**config.mk**
```make
export PLATFORM = sky130hd
export DESIGN_NAME = fifo_drain_reader
export DESIGN_NICKNAME = d
export VERILOG_FILES = /design/src/rtl/fifo_drain_reader.sv
export SDC_FILE = /design/constraint.sdc
export NUM_CORES = 1
export LEC_CHECK = 0
export ABC_AREA = 1
export BUFFER_PORTS_ARGS = -buffer_cell sky130_fd_sc_hd__buf_2
export CAP_MARGIN = 20
export CORE_MARGIN = 2
export CORE_UTILIZATION = 51
export DETAILED_ROUTE_END_ITERATION = 16
export HOLD_SLACK_MARGIN = 0.12
export PLACE_DENSITY = 0.82
export SLEW_MARGIN = 20
export SYNTH_ARGS = -nofsm -noshare
export SYNTH_HDL_FRONTEND = slang
export SYNTH_SLANG_ARGS = --single-unit
```
**constraint.sdc**
```tcl
create_clock -name clk -period 4.1 [get_ports clk]
set_input_delay 0.41 -clock clk [delete_from_list [all_inputs] [get_ports clk]]
set_output_delay 0.41 -clock clk [all_outputs]
set_load 0.1 [all_outputs]
```
**src/rtl/fifo_drain_reader.sv**
```systemverilog
`default_nettype none
// ============================================================================
// Module  : fifo_drain_reader
// Brief   : Drains a registered-read FIFO into a valid/ready stream through a
//           2-entry prefetch buffer, with a flush that drops buffered and
//           in-flight words.
// Revision: 1.0
// ============================================================================
module fifo_drain_reader #(
  parameter type T              = logic [31:0],
  parameter int  PREFETCH_DEPTH = 2
) (
  input  logic clk,
  input  logic reset,
  output logic fifo_read_en,
  input  T     fifo_read_data,
  input  logic fifo_empty,
  output logic out_valid,
  output T     out_data,
  input  logic out_ready,
  input  logic flush,
  output logic idle
);

  localparam logic [2:0] c_DEPTH = 3'(PREFETCH_DEPTH);

  logic [1:0] occ_q, occ_d;
  logic       inflight_q;
  logic       discard_q, discard_d;
  logic       head_q, head_d;
  T           mem_q [2];

  logic       w_pop;
  logic       w_capture;
  logic       w_wr_idx;
  logic [2:0] w_pending;
  logic [2:0] w_occ_sum;

  assign out_valid = (occ_q != 2'd0);
  assign out_data  = mem_q[head_q];
  assign idle      = (occ_q == 2'd0) && !inflight_q && fifo_empty;

  always_comb begin
    w_pop     = out_valid && out_ready && !flush;
    w_capture = inflight_q && !discard_q;
    w_wr_idx  = head_q ^ occ_q[0];
    // Words committed after this cycle: buffered plus returning, minus the pop.
    w_pending = {1'b0, occ_q} + {2'b0, inflight_q} - {2'b0, w_pop};
    w_occ_sum = {1'b0, occ_q} + {2'b0, w_capture} - {2'b0, w_pop};

    fifo_read_en = !reset && !flush && !fifo_empty && (w_pending < c_DEPTH);

    occ_d     = w_occ_sum[1:0];
    head_d    = w_pop ? ~head_q : head_q;
    discard_d = 1'b0;
    if (flush) begin
      occ_d     = 2'd0;
      head_d    = 1'b0;
      discard_d = inflight_q;
    end
  end

  always_ff @(posedge clk) begin
    if (reset) begin
      occ_q      <= 2'd0;
      inflight_q <= 1'b0;
      discard_q  <= 1'b0;
      head_q     <= 1'b0;
    end else begin
      occ_q      <= occ_d;
      inflight_q <= fifo_read_en;
      discard_q  <= discard_d;
      head_q     <= head_d;
      if (!flush) begin
        assert (w_occ_sum <= c_DEPTH);
      end
    end
  end

  always_ff @(posedge clk) begin
    if (!reset && !flush && w_capture) begin
      mem_q[w_wr_idx] <= fifo_read_data;
    end
  end

endmodule
`default_nettype wire

```
==> results of run 1 <==
-- cell type report --
class                           instances  share of cell area
Timing Repair Buffer                   73               0.109
Tap cell                               72              0.0266
Multi-Input combinational cell         70               0.200
Clock inverter                          6             0.00886
Inverter                               14              0.0155
Clock buffer                            9              0.0366
Sequential cell                        70               0.603
-- flip-flops by register name, summed over array words and instances (netlist names), named ones only --
| signal | cells |
|---|---|
| head_q | 1 |
| discard_q | 1 |
| mem_q | 64 |
| occ_q | 2 |
| inflight_q | 1 |
-- routing by layer --
layer / global-route usage / share of wire / up-vias
li1: - / - / 730
met1: 0.163 / 0.41 / 697
met2: 0.266 / 0.51 / 45
met3: 0.0609 / 0.054 / 9
met4: 0.0719 / 0.020 / 0
met5: 0 / 0 / -
-- cells in the mapped netlist, drive strengths merged --
cell	n	area share
and3	1	0.0022
buf	4	0.025
dfxtp	6	0.042
edfxtp	64	0.68
fa	1	0.0071
ha	1	0.0044
inv	14	0.019
mux2	32	0.17
nand2	14	0.019
nand3	3	0.0053
nor2	12	0.017
nor3	3	0.0053
o21ai	1	0.0018
xor2	2	0.0062
-- layout by cell type, fill, tap and decap left out --
| cell | Yosys | routed |
|---|---|---|
| buf_2 | 0 | 71 |
| edfxtp_1 | 64 | 64 |
| mux2_4 | 30 | 30 |
| inv_1 | 13 | 13 |
| nand2_1 | 13 | 13 |
| nor2_1 | 11 | 11 |
| clkbuf_8 | 0 | 9 |
| dfxtp_1 | 6 | 5 |
| nand3_1 | 3 | 3 |
| clkinv_1 | 0 | 3 |
| mux2_2 | 2 | 2 |
| xor2_1 | 2 | 2 |
| nor3_1 | 3 | 2 |
| clkinv_2 | 0 | 2 |
| buf_4 | 0 | 2 |
| inv_2 | 1 | 1 |
| nand2_2 | 1 | 1 |
| nor2_2 | 1 | 1 |
| o21ai_1 | 1 | 1 |
| and3_1 | 1 | 1 |
| nor3_4 | 0 | 1 |
| fa_1 | 1 | 1 |
| ha_1 | 1 | 1 |
| dfxtp_2 | 0 | 1 |
| clkinv_4 | 0 | 1 |
-- how the worst max path moves through the flow --
stage                        start           end  slack (ps)
after floorplan           occ_q[1]  fifo_read_en         570
after global placement       flush  fifo_read_en        1610
after detailed placement     flush  fifo_read_en        1550
after CTS                 occ_q[1]  fifo_read_en        1230
after global routing      occ_q[1]  fifo_read_en        1060
final                     occ_q[1]  fifo_read_en        1260
-- stage by stage --
| step | hold WS (ps) | power (mW) |
|---|---|---|
| after floorplan | 463 | 0.859 |
| after global placement | 503 | 0.884 |
| after detailed placement | 508 | 0.887 |
| after CTS | 236 | 1.32 |
| after global routing | 235 | 1.35 |
| final | 252 | 1.31 |
-- cells by family after synthesis --
family,count (synthesis),share of synthesized area
flip-flops,70,0.721
AND/OR/NAND/NOR,33,0.0490
multiplexers,32,0.167
buffers and inverters,18,0.0437
XOR/XNOR,2,0.00618
adder cells (fa/ha/maj),2,0.0115
AO/OA/AOI/OAI,1,0.00177
-- critical path: cells and delay by family, from the launching register on --
kind                       cells  cell delay [ps]
adders and majority gates      1              490
DFF                            1              460
AOI/OAI and AO/OA              1              110
and+or+nand+nor                5              540
buffers and inverters          2              500
-- power by group through the flow --
stage               clock network (mW)  registers [mW]  logic (mW)
global route                     0.476           0.786      0.0909
global placement                     0           0.801      0.0827
detailed placement                   0           0.802      0.0852
CTS                              0.450           0.786      0.0854
finish                           0.436           0.786      0.0853
floorplan                            0           0.801      0.0578
==> metrics.cfg, run 1 <==
[layout]
final_area_um2=3390
diodes=0
final_util=0.623
area_delta_synth_final_pct=19.6
multi_input_area_um2=678
layout-drive-gt1-share=0.504
fill_cells=395
stdcell_count=314
register_area_um2=2040
nets=277

[grt]
grt_max_degree=33
track_usage=0.153
grt_first_pass_wirelength_um=6840
grt_overflow_total=0
grt_pass1_vias=1550
antenna_found_initial=0

[clock_tree]
htree_levels=3
numCtsBuffers=9
cts_resized=0
cts_setup_buffers=0
clk_pin_slew_ps=70
cts_sinks=70
clkLatencyLatePin_ps=330
root_buffer=clkbuf_8
cts.path.max_buffers=2
ctsHoldBuffers=0
cts_tree=built

[setup_path]
crit_top_cell=nor2_1
cp_cell_sequence=inv_2 -> nand2_2 -> nand2_1 -> nor2_1 -> o21ai_1 -> fa_1 -> nand3_1 -> nor2_1 -> buf_2
worstReg2RegEnd=mem_q[1][23]
crit_required_ps=3690
cpMaxStageDelayCell=fa_1
critPathCaptureType=output pin
critPathKind=register to output pin
rr_worst_depth=3
start_kind=register
crit_fanout=5
rrSetupSlack_ps=2030
slowest_delay_ps=490
reg2reg_from=occ_q[0]
arrival_ps=2430

[pwr]
ir_drop_uv=245
p_switching_uw=292
swShare=0.223
p_leak_nw=1.37
p_clk_frac=0.334
powerDensity_nw_per_um2=386
combPwrFrac=0.065
cellInternalPower_mw=1.02
p_seq_frac=0.601

[place]
place_hpwl_um=3060
dp_slack_ps=1550
placed_area_um2=3230
place_inst=299
gp_congestion=0.833
port-buffer-count=71

[die]
die_y_um=78.5
io_pins=72
die_w_um=78.5
initial_core_util=0.521
fp.coreArea_um2=5440
die_area_um2=6170
rows=27

[detailed_routing]
viasPerCell=4.72
drt-total-wl_um=4390
ant_nets=0
vias=1481
dr.pass1.iters=5
drt_iter0_drc=66
drc=0
post_drt_wl_per_cell_um=14.0

[logic_synthesis]
synth_warnings=0
synth_cell_types=19
seq_area_frac_synth=0.721
synth_seq_cells=70
syn-num-nets=197
synthCells=158
syn_avg_cell_area_um2=17.9
syn_area_um2=2830

[hold_path]
whs_endpoint=discard_q
min_path_cells=2
hold_path.class=primary input to register
holdCritStartpoint=reset

[sta]
setup_viol=0
finalCriticalPeriod_ps=2840
slew_viol_final=0
max-slew-margin-rel=0.297
clock_skew_ps=10.9
fin_crit_sh=0.692
fin_ws_ps=1260
fin_tns_setup_ps=0
clock.fmax_ghz=0.352
finalHoldViolations=0
rsz0062_at_grt=false
tightest_slew_ps=1050

[status]
status=finished clean

[flow_run]
cap_violations=0

Note: power is estimated with default switching activity, not from simulation.
==> inputs of run 2 (changes only) <==
==> constraint.sdc (replaced) <==
create_clock -name clk -period 2.92 [get_ports clk]
set_input_delay 0.292 -clock clk [delete_from_list [all_inputs] [get_ports clk]]
set_output_delay 0.292 -clock clk [all_outputs]
set_load 0.1 [all_outputs]
==> run 2 against run 1 <==
  * Flip-flop and latch count stayed put
  * Power is 49% higher
  * Clock power is 67% higher
  * Count of clock-buffer cells in the layout stayed put
  * Hold slack worse by 110 ps
  * Via count is 0.88% higher
  * Core utilization is 1.7 points higher
  * Critical endpoint unchanged
  * Routed wire length is 0.36% higher
  * Combinational power is 43% higher
  * Cell count is 0.64% higher
==> metrics.cfg, run 2 (synthesized netlist as in run 1, its figures left out) <==
[sta]
fin_crit_sh=0.907
clock.fmax_ghz=0.378
slew_viol_final=0  ; unchanged
finalHoldViolations=0  ; unchanged
max-slew-margin-rel=0.583  ; was 0.297
tightest_slew_ps=623  ; was 1050 ps
setup_viol=0  ; unchanged
finalCriticalPeriod_ps=2650
clock_skew_ps=9.49  ; was 10.9 ps
rsz0062_at_grt=false  ; unchanged

[die]
rows=27  ; unchanged
die_w_um=78.5  ; unchanged
die_area_um2=6170  ; unchanged
die_y_um=78.5  ; unchanged
fp.coreArea_um2=5440  ; unchanged
io_pins=72  ; unchanged
initial_core_util=0.521  ; unchanged

[place]
place_hpwl_um=3090  ; was 3060 µm
gp_congestion=0.777  ; was 0.833
place_inst=300  ; was 299
port-buffer-count=71  ; unchanged

[layout]
diodes=0  ; unchanged
stdcell_count=316  ; was 314
final_common_cell=buf_2  ; unchanged
fill_cells=391  ; was 395
area_delta_synth_final_pct=22.8  ; was 19.6%
multi_input_area_um2=686  ; was 678 µm²
layout_common_cells=70 x buf_2, 64 x edfxtp_1, 30 x mux2_4  ; was 71 x buf_2, 64 x edfxtp_1, 30 x mux2_4
nets=278  ; was 277
layout-drive-gt1-share=0.520  ; was 0.504
register_area_um2=2040  ; unchanged
top_regs=mem_q (64), occ_q (2)  ; unchanged
final_util=0.640  ; was 0.623
regMostFlops=mem_q  ; unchanged
largest_reg_flops=64  ; unchanged

[detailed_routing]
vias=1494  ; was 1481
viasPerCell=4.73  ; was 4.72
ant_nets=0  ; unchanged
dr.pass1.iters=4  ; was 5
drt-total-wl_um=4400  ; was 4390 µm
drc=0  ; unchanged
post_drt_wl_per_cell_um=13.9  ; was 14.0 µm
drt_iter0_drc=50  ; was 66

[setup_path]
crit_fanout=5  ; unchanged
critPathLaunch=occ_q[1]  ; unchanged
crit_required_ps=2630  ; was 3690 ps
arrival_ps=2360  ; was 2430 ps
reg2reg_from=occ_q[0]  ; unchanged
cp_cell_sequence=inv_2 -> nand2_2 -> nand2_1 -> nor2_1 -> o21ai_1 -> fa_1 -> nand3_1 -> nor2_2 -> clkbuf_4  ; was inv_2 -> nand2_2 -> nand2_1 -> nor2_1 -> o21ai_1 -> fa_1 -> nand3_1 -> nor2_1 -> buf_2
critPathKind=register to output pin  ; unchanged
cp_top_family=simple AND/OR/NAND/NOR gates  ; unchanged
slowest_delay_ps=500  ; was 490 ps
start_kind=register  ; unchanged
cpMaxStageDelayCell=fa_1  ; unchanged
cp_num_buf_inv=2  ; unchanged
critPathCaptureType=output pin  ; unchanged

[pwr]
powerDensity_nw_per_um2=562  ; was 386 nW/µm²
p_leak_nw=1.40  ; was 1.37 nW
totalPowerFinal_mw=1.95  ; was 1.31 mW
ir_drop_uv=308  ; was 245 µV

[clock_tree]
cts.path.max_buffers=2  ; unchanged
htree_levels=3  ; unchanged
ctsHoldBuffers=0  ; unchanged
numCtsBuffers=9  ; unchanged
cts_sinks=70  ; unchanged
clk_pin_slew_ps=70  ; about the same
cts_tree=built  ; unchanged
root_buffer=clkbuf_8  ; unchanged
cts_setup_buffers=0  ; unchanged
clkLatencyLatePin_ps=330  ; about the same

[hold_path]
hold_path.class=primary input to register  ; unchanged
holdCritStartpoint=fifo_read_data[22]  ; was reset

[grt]
antenna_found_initial=0  ; unchanged
track_usage=0.153  ; about the same
grt_max_degree=23  ; was 33
grt_overflow_total=0  ; unchanged
grt_first_pass_wirelength_um=6860  ; was 6840 µm
grt_pass1_vias=1465  ; was 1550

[flow_run]
cap_violations=0  ; unchanged

[status]
status=finished clean  ; unchanged

[run 2: changes by cell type in the layout (fill, tap and decap cells not counted), sizes merged]
cell | previous run | this run
bufinv | 0 | 1
clkbuf | 9 | 10
[run 2: area by class of cell]
cell class                 count  share of cell area
sequential                    70               0.587
multi-input combinational     70               0.197
timing repair buffer          74               0.120
clock buffer                   9              0.0356
tap                           72              0.0259
clock inverter                 7              0.0187
inverter                      14              0.0151
[run 2: timing repair]
action | in CTS | in global routing
endpoints found under the hold margin | 0 | 0
gates resized for setup | 0 | 1
setup endpoints to repair | 0 | 1
[run 2: worst reg2reg max path: cells and delay by family, from the launching register on]
family | cells | cell delay, ps
buffers and inverters | 1 | 260
and+or+nand+nor | 1 | 610
DFF | 1 | 410
xor gates and xnor gates | 1 | 280
[run 2: routing by layer]
layer	GRT usage	routed length [µm]
met2	0.251	2310
met4	0.100	102
met3	0.0448	233
met1	0.174	1760
met5	0	0
[run 2: path summary, 6_finish.rpt]
path / endpoint / slack (ps) / cells past startpoint
setup / recovery: fifo_read_en / 270 / 9
hold / removal: mem_q[0][22] / 140 / 1
setup reg to reg: mem_q[1][15] / 1050 / 3
hold reg to reg: discard_q / 520 / 2
[run 2: metrics by stage]
| step | hold WS, ps | setup TNS [ps] | setup slack, ps | instance area [µm²] |
|---|---|---|---|---|
| 2_1_floorplan | 371 | -48.0 | -48.0 | 2850 |
| 3_3_place_gp | 477 | 0 | 616 | 3290 |
| 3_5_place_dp | 483 | 0 | 518 | 3290 |
| 4_1_cts | 123 | 0 | 138 | 3480 |
| 5_1_grt | 121 | 0 | 19.7 | 3480 |
| 6_report | 141 | 0 | 271 | 3480 |
[run 2: report_power, final]
group,switching [mW],internal [mW],total (mW)
Clock,0.341,0.388,0.730
Sequential,0.00312,1.10,1.10
Combinational,0.0867,0.0357,0.122
Total,0.431,1.52,1.95
